===== config.mk =====
export PLATFORM = sky130hd
export DESIGN_NAME = dmem_apb_arbiter
export DESIGN_NICKNAME = d
export VERILOG_FILES = /design/src/rtl/dmem_apb_arbiter.sv
export SDC_FILE = /design/constraint.sdc
export NUM_CORES = 1
export LEC_CHECK = 0
export BUFFER_PORTS_ARGS = -buffer_cell sky130_fd_sc_hd__buf_2
export CORE_MARGIN = 2
export CORE_UTILIZATION = 54
export DETAILED_ROUTE_END_ITERATION = 8
export PLACE_DENSITY = 0.95
export SLEW_MARGIN = 25
export SYNTH_ARGS = -nofsm -noshare
export SYNTH_HDL_FRONTEND = slang
export SYNTH_SLANG_ARGS = --single-unit

===== constraint.sdc =====
create_clock -name clk_i -period 2.8 [get_ports clk_i]
set_input_delay 0.14 -clock clk_i [delete_from_list [all_inputs] [get_ports clk_i]]
set_output_delay 0.14 -clock clk_i [all_outputs]
set_load 0.02 [all_outputs]

===== src/rtl/dmem_apb_arbiter.sv =====
// dmem_apb_arbiter: shares the data-memory APB slave between the core LSU
// (port 0) and a debug/DMA agent (port 1). Round-robin arbitration, one APB
// transfer at a time. Stores are lane-aligned with byte strobes. Loads fetch
// the full word and extract/extend the requested sub-word locally.
//
// Request handshake: a requester raises req_valid_i[n] with a stable payload
// and holds both until the cycle where req_ready_o[n] is high. That cycle's
// rising edge is the accept edge. req_ready_o is at most one-hot and is only
// ever high in IDLE. Exactly one rsp_valid_o[id] strobe follows each accepted
// request, unless reset intervenes.
module dmem_apb_arbiter #(
    parameter int DMEM_W  = 12,
    parameter int TIMEOUT = 16
) (
    input  logic                clk_i,
    input  logic                rst_ni,
    input  logic [1:0]          req_valid_i,
    output logic [1:0]          req_ready_o,
    input  logic [2*DMEM_W-1:0] req_addr_i,
    input  logic [1:0]          req_write_i,
    input  logic [63:0]         req_wdata_i,
    input  logic [5:0]          req_size_i,
    output logic [1:0]          rsp_valid_o,
    output logic [31:0]         rsp_rdata_o,
    output logic                rsp_err_o,
    output logic [DMEM_W-1:0]   paddr_o,
    output logic                psel_o,
    output logic                penable_o,
    output logic                pwrite_o,
    output logic [31:0]         pwdata_o,
    output logic [3:0]          pstrb_o,
    output logic [2:0]          sel_mod_o,
    input  logic [31:0]         prdata_i,
    input  logic                pready_i
);

    localparam int CNT_W = (TIMEOUT > 1) ? $clog2(TIMEOUT) : 1;
    localparam logic [CNT_W-1:0] CNT_LAST = CNT_W'(TIMEOUT - 1);

    typedef enum logic [1:0] {
        S_IDLE   = 2'd0,
        S_SETUP  = 2'd1,
        S_ACCESS = 2'd2,
        S_RESP   = 2'd3
    } state_t;

    state_t           state;
    logic             last_grant;
    logic             cur_id;
    logic [1:0]       cur_lane;
    logic             cur_write;
    logic [2:0]       cur_size;
    logic [CNT_W-1:0] wait_cnt;

    logic              any_valid;
    logic              grant_id;
    logic [DMEM_W-1:0] sel_addr;
    logic              sel_write;
    logic [31:0]       sel_wdata;
    logic [2:0]        sel_size;
    logic              align_err;
    logic [3:0]        sel_strb;
    logic [31:0]       byte_shift;
    logic [31:0]       half_shift;
    logic [31:0]       load_data;

    // The memory always returns whole words.
    assign sel_mod_o = 3'b010;

    // Round-robin pick and the combinational accept, only offered in IDLE.
    always_comb begin
        any_valid = |req_valid_i;
        if (req_valid_i == 2'b11) begin
            grant_id = ~last_grant;
        end else begin
            grant_id = req_valid_i[1];
        end
        req_ready_o = 2'b00;
        if (state == S_IDLE && any_valid) begin
            req_ready_o = grant_id ? 2'b10 : 2'b01;
        end
    end

    // Payload of the requester being granted, alignment check and store strobes.
    always_comb begin
        sel_addr  = grant_id ? req_addr_i[2*DMEM_W-1:DMEM_W] : req_addr_i[DMEM_W-1:0];
        sel_write = grant_id ? req_write_i[1] : req_write_i[0];
        sel_wdata = grant_id ? req_wdata_i[63:32] : req_wdata_i[31:0];
        sel_size  = grant_id ? req_size_i[5:3] : req_size_i[2:0];
        align_err = (sel_size[1:0] == 2'b11)
                  | ((sel_size[1:0] == 2'b01) & sel_addr[0])
                  | ((sel_size[1:0] == 2'b10) & (|sel_addr[1:0]));
        case (sel_size[1:0])
            2'b00:   sel_strb = 4'b0001 << sel_addr[1:0];
            2'b01:   sel_strb = 4'b0011 << sel_addr[1:0];
            default: sel_strb = 4'b1111;
        endcase
    end

    // Sub-word extraction and sign/zero extension of the fetched word.
    always_comb begin
        byte_shift = prdata_i >> {cur_lane, 3'b000};
        half_shift = prdata_i >> {cur_lane[1], 4'b0000};
        case (cur_size[1:0])
            2'b00: load_data = cur_size[2] ? {24'd0, byte_shift[7:0]}
                                           : {{24{byte_shift[7]}}, byte_shift[7:0]};
            2'b01: load_data = cur_size[2] ? {16'd0, half_shift[15:0]}
                                           : {{16{half_shift[15]}}, half_shift[15:0]};
            default: load_data = prdata_i;
        endcase
    end

    // Transfer sequencer: accept, SETUP, ACCESS with timeout, one-cycle response.
    always_ff @(posedge clk_i) begin
        if (!rst_ni) begin
            state       <= S_IDLE;
            last_grant  <= 1'b1;
            cur_id      <= 1'b0;
            cur_lane    <= 2'b00;
            cur_write   <= 1'b0;
            cur_size    <= 3'b000;
            wait_cnt    <= '0;
            paddr_o     <= '0;
            psel_o      <= 1'b0;
            penable_o   <= 1'b0;
            pwrite_o    <= 1'b0;
            pwdata_o    <= 32'd0;
            pstrb_o     <= 4'b0000;
            rsp_valid_o <= 2'b00;
            rsp_rdata_o <= 32'd0;
            rsp_err_o   <= 1'b0;
        end else begin
            case (state)
                S_IDLE: begin
                    if (any_valid) begin
                        cur_id     <= grant_id;
                        last_grant <= grant_id;
                        cur_lane   <= sel_addr[1:0];
                        cur_write  <= sel_write;
                        cur_size   <= sel_size;
                        if (align_err) begin
                            // Bad request: answer directly, no bus traffic.
                            state       <= S_RESP;
                            rsp_valid_o <= grant_id ? 2'b10 : 2'b01;
                            rsp_err_o   <= 1'b1;
                            rsp_rdata_o <= 32'd0;
                        end else begin
                            state    <= S_SETUP;
                            psel_o   <= 1'b1;
                            paddr_o  <= {sel_addr[DMEM_W-1:2], 2'b00};
                            pwrite_o <= sel_write;
                            pwdata_o <= sel_wdata << {sel_addr[1:0], 3'b000};
                            pstrb_o  <= sel_write ? sel_strb : 4'b0000;
                        end
                    end
                end
                S_SETUP: begin
                    state     <= S_ACCESS;
                    penable_o <= 1'b1;
                    wait_cnt  <= '0;
                end
                S_ACCESS: begin
                    if (pready_i) begin
                        state       <= S_RESP;
                        psel_o      <= 1'b0;
                        penable_o   <= 1'b0;
                        rsp_valid_o <= cur_id ? 2'b10 : 2'b01;
                        rsp_err_o   <= 1'b0;
                        rsp_rdata_o <= cur_write ? 32'd0 : load_data;
                    end else if (wait_cnt == CNT_LAST) begin
                        // Slave never answered: abandon the transfer with an error.
                        state       <= S_RESP;
                        psel_o      <= 1'b0;
                        penable_o   <= 1'b0;
                        rsp_valid_o <= cur_id ? 2'b10 : 2'b01;
                        rsp_err_o   <= 1'b1;
                        rsp_rdata_o <= 32'd0;
                    end else begin
                        wait_cnt <= wait_cnt + 1'b1;
                    end
                end
                S_RESP: begin
                    state       <= S_IDLE;
                    rsp_valid_o <= 2'b00;
                    rsp_err_o   <= 1'b0;
                    rsp_rdata_o <= 32'd0;
                end
                default: state <= S_IDLE;
            endcase
        end
    end

endmodule

# Word-level counts from Yosys, hierarchy flattened
# Index checks and enable logic that the tools add are counted.
[word_totals]
wordCells = 102
latch_bits = 0
romBits = 0
ram_bits = 0
ff_bits = 98
memories = 0
in_bits = 133
out_inout_bits = 91
[op_classes]
eq_ne = 15
bitwise_logic = 6
n_mul = 0
div = 0
n_reduce_logical = 16
shifts = 5
n_mux = 43
magnitude_cmp = 0
addsub = 1
[ops]
columns = ["operator", "n"]
rows = [
  ["two-way mux 32 bit", 8],
  ["case mux 32 bit (3 select lines)", 1],
  ["case mux 32 bit (2 select lines)", 1],
  ["left shift 32 x 5 -> 32 bit", 1],
  [">> shifter 32 x 5 -> 16 bit", 1],
  [">> shifter 32 x 5 -> 8 bit", 1],
  ["two-way mux 2 bit", 11],
  ["case mux 4 bit (2 select lines)", 2],
  ["two-way mux 12 bit", 1],
  ["two-way mux 4 bit", 3],
  ["equality test 2 bit (second input constant)", 5],
  ["two-way mux 1 bit", 10],
  ["!= test 2 bit (second input constant)", 5],
  ["case mux 2 bit (4 select lines)", 1],
  ["AND reduction 4 bit", 2],
  ["equality test 2 x 1 -> 1 bit (second input constant)", 3],
  ["zero test 2 bit", 3],
  ["case mux 2 bit (3 select lines)", 1],
  ["AND reduction 2 bit", 3],
  ["AND reduction 3 bit", 2],
  ["adder 4 x 1 -> 4 bit (second input constant)", 1],
  ["equality test 4 bit (second input constant)", 1],
  ["case mux 1 bit (2 select lines)", 2],
  ["nonzero test 2 bit", 2],
  ["11 further kinds", 15],
]

# Longest topological paths before layout
[depth]
word_depth = 10
mapped_depth = 9
mapped_depth_nobuf = 7

# Worst setup path after synthesis
# No wires, ideal clock.
[synth_path]
kind = "flip-flop to flip-flop"
from = "reg state[0]"
to = "reg rsp_rdata_o[15]"
path_stages_with_launch = 9
required_ps = 2684
path_buffers = 3
arrival_ps = 1746
slack_ps = 938
period_less_slack_ps = 1862
setup_time_ps = 116
cell_sequence = "dfxtp_1 -> inv_1 -> ha_1 -> buf_2 -> a221oi_1 -> o31ai_1 -> buf_2 -> buf_2 -> a31o_2"
[synth_via]
elab_chain_cells = 3
elab_cells_between_ends = 9
cone_classes = "eq/ne: 5; mux: 1; reduce/logical: 3"
[synth_rtl]
columns = ["element", "line_no", "source"]
rows = [
  ["start: declaration", "47", "state_t state;"],
  ["start signal: assignment", "116", "state <= S_IDLE;"],
  ["start signal: assignment", "143", "state <= S_RESP;"],
  ["start signal: assignment", "148", "state <= S_SETUP;"],
  ["equality test 2 bit / zero test 2 bit (equally long branches)", "133", "case (state)"],
  ["!= test 3 bit (no line) (tied with other cells)", "n/a", ""],
  ["AND reduction 4 bit (no line)", "n/a", ""],
  ["end signal: assignment", "169", "rsp_rdata_o <= cur_write ? 32'd0 : load_data;"],
  ["end: declaration", "24", "output logic [31:0] rsp_rdata_o,"],
]
# Several ways; a longest one is shown, not always the timed one.
# A chain may end at the register's enable or synchronous reset.

# Final worst setup path
[layout_path]
from = "reg state[0]"
to = "reg rsp_rdata_o[11]"
# Same word-level chain as after synthesis.

==> impl_metrics.ini <==
[status]
status = finished, final reports clean

[sta]
hold_viol_final = 0
rsz0062_at_grt = no
drv_slew = 0
finalSetupViolCount = 0
worst_pin_slew_ns = 0.983
max_freq_mhz = 419
final.setup_skew_ns = 0.0174
finalCriticalPeriod_ns = 2.38
setup_tns_ns = 0
period_share_pct = 85.1
relSlewSlack_pct = 34.5

[routing]
num_vias = 6440
drc_errors = 0
initialDrtViolationCount = 636
via_per_inst = 6.23
ant_nets = 0
drt-total-wl_mm = 18.6
drtPass1Iterations = 6
wl_per_cell_um = 18.0

[final_layout]
num_antenna_cells = 0
area_delta_synth_final_pct = 22.7
fin_cells = 1033
finalNetCount = 1030
fin_area_mm2 = 0.00710
post-route-util_pct = 68.5
drive_above_1_share_pct = 31.3

[synthesis]
yosys_warnings = 0
synth.top_cell.area_share_pct = 33.9
netlist_area_mm2 = 0.00579
yosysTopAreaCell = dfxtp_1
syn_inst = 714
ys_ff_latch = 98
yosys-top-cells-count = dfxtp_1, nand2_1, nand3_1
synth-main-ff-cell = dfxtp_1
synth.most_common_cell = dfxtp_1
async_flop_share_pct = 0
synth.avg_cell_area_um2 = 8.11
synth_area_leaders = dfxtp_1, mux2i_1, nand3_1, nand2_1, o21ai_0
yosysSeqAreaShare_pct = 33.9
synth_edf_count = 0
synth.distinct_cells = 57

[floorplan]
initial_core_util_pct = 55.8
die_x_um = 108
io_pins = 224
rows = 37
die_y_um = 108
core-area_mm2 = 0.0104
die_area_mm2 = 0.0116

[clock_network]
post-cts-setup-buffer-count = 0
cts.clk_slew.worst_paths_ns = 0.11
worstSkewPairLatency_ns = 0.38
clock_sinks = 98
root_buffer = clkbuf_8
cts_max_level = 3
clock_path_buffers = 2
cts_tree = done
holdBufCountCts = 0
cts_resized = 0
numCtsBuffers = 9

[pwr]
leakage_nw = 3.38
cellPowerDensity_mw_per_mm2 = 766
peakVddDrop_mv = 0.432

[worst_hold_path]
hold_start = req_size_i[5]
hold_class = in2reg

[global_routing]
grt_pass1_vias = 5900
grt_use_total_pct = 31.5
antenna_found_initial = 0
grt_first_pass_wirelength_mm = 29.1
overflow = 0
grt_max_degree = 103

[worst_setup_path]
crit_slowest_cell = a221oi_1
crit-reg2reg-launch = state[0]$_SDFFE_PN0P_
cp.arrival_ns = 2.70
endpoint_kind = flip-flop
cpPeakStageDelay_ns = 0.52
path_cells = inv_1 > ha_1 > buf_4 > a221oi_1 > o31ai_4 > buf_6 > a211oi_1 > a31o_2
required_ns = 3.12
crit_path_start = state[0]$_SDFFE_PN0P_
critPathKind = reg2reg
cp-start-kind = flip-flop
crit_fanout = 20

[place]
dpl.cell_count = 1016
port_buffers = 218
placed_area_mm2 = 0.00689
dp_hpwl_mm = 13.3
place.gp.congestion = 0.940

[job]
drv_cap = 0
## worst max-delay path: cells and delay by family (launching register included)
kind	cells	cell delay, ns
AO/OA/AOI/OAI	4	1.23
adder cells (fa/ha/maj)	1	0.22
buffers and inverters	3	0.48
flip-flops	1	0.41
## where the power goes
group          total, mW  leakage (nW)  switching [mW]  internal, mW
combinational       2.61          2.48            1.70         0.910
clock              0.991         0.104           0.560         0.431
sequential          1.85         0.799           0.195          1.65
## placed cells by master (no fill, tap or decap), types with 8 or more instances in the layout
cell	netlist	routed
a211o_1	8	8
o2bb2ai_1	8	8
clkbuf_8	0	9
o211a_1	15	15
nand3_1	64	64
buf_2	25	218
o31ai_1	17	16
nor2b_1	14	14
o21ai_0	56	56
o221ai_1	9	9
buf_4	11	15
dfxtp_1	98	98
mux2_2	9	9
mux2i_1	47	47
inv_1	16	16
nor2_1	20	20
nor3_1	12	12
a21boi_0	10	10
and2_1	9	9
a21oi_1	34	34
a211oi_1	23	23
nand2_1	84	84
a31o_2	9	9
a31oi_1	25	25
## cells by family after synthesis
logic type      after synthesis  share of synthesized area, %
buf+inv                      88                          7.22
flops                        98                          33.9
other cells                   2                         0.130
xor+xnor                      4                         0.605
mux                          59                          10.8
simple gates                217                          17.6
compound gates              241                          28.7
fa+ha+maj                     5                          1.08
## metal layers
layer  wire length (um)  track usage (%)
met3               1840             7.38
met4                876             15.5
met2               8750             51.3
met5                  0                0
met1               7090             38.9
## stage by stage
step           setup slack, ns  total power, mW  hold WS, ns
5_1_grt                  0.290             5.74       0.0436
2_1_floorplan            0.938             3.65        0.313
3_3_place_gp             0.623             4.32        0.412
6_report                 0.416             5.44       0.0285
4_1_cts                  0.418             5.36       0.0262
3_5_place_dp             0.398             4.38        0.419
## area by class of cell
type	count	area [um^2]
fillers	853	3270
flip-flops and latches	98	1960
inverters	16	60.1
multi-input cells	531	3450
clock buffers	9	124
well taps	136	170
clock inverters	7	82.6
repair buffers	236	1250
## flip-flops by register name (all words and copies together), names as in the netlist
register and count:
rsp_rdata_o 32, cur_lane 2, pwrite_o 1, psel_o 1, penable_o 1, paddr_o 10
pstrb_o 4, pwdata_o 32, wait_cnt 4, rsp_valid_o 2, last_grant 1, cur_write 1
cur_id 1, state 2, cur_size 3, rsp_err_o 1
## path summary, 6_finish.rpt
kind                                  end  slack (ns)  cells after the start
max          rsp_rdata_o[11]$_SDFFE_PN0P_        0.42                      8
min              cur_size[2]$_SDFFE_PN0P_        0.03                      3
max reg2reg  rsp_rdata_o[11]$_SDFFE_PN0P_        0.42                      8
min reg2reg     pwdata_o[10]$_SDFFE_PN0P_        0.45                      2
Power figures use the tool's default switching activity.
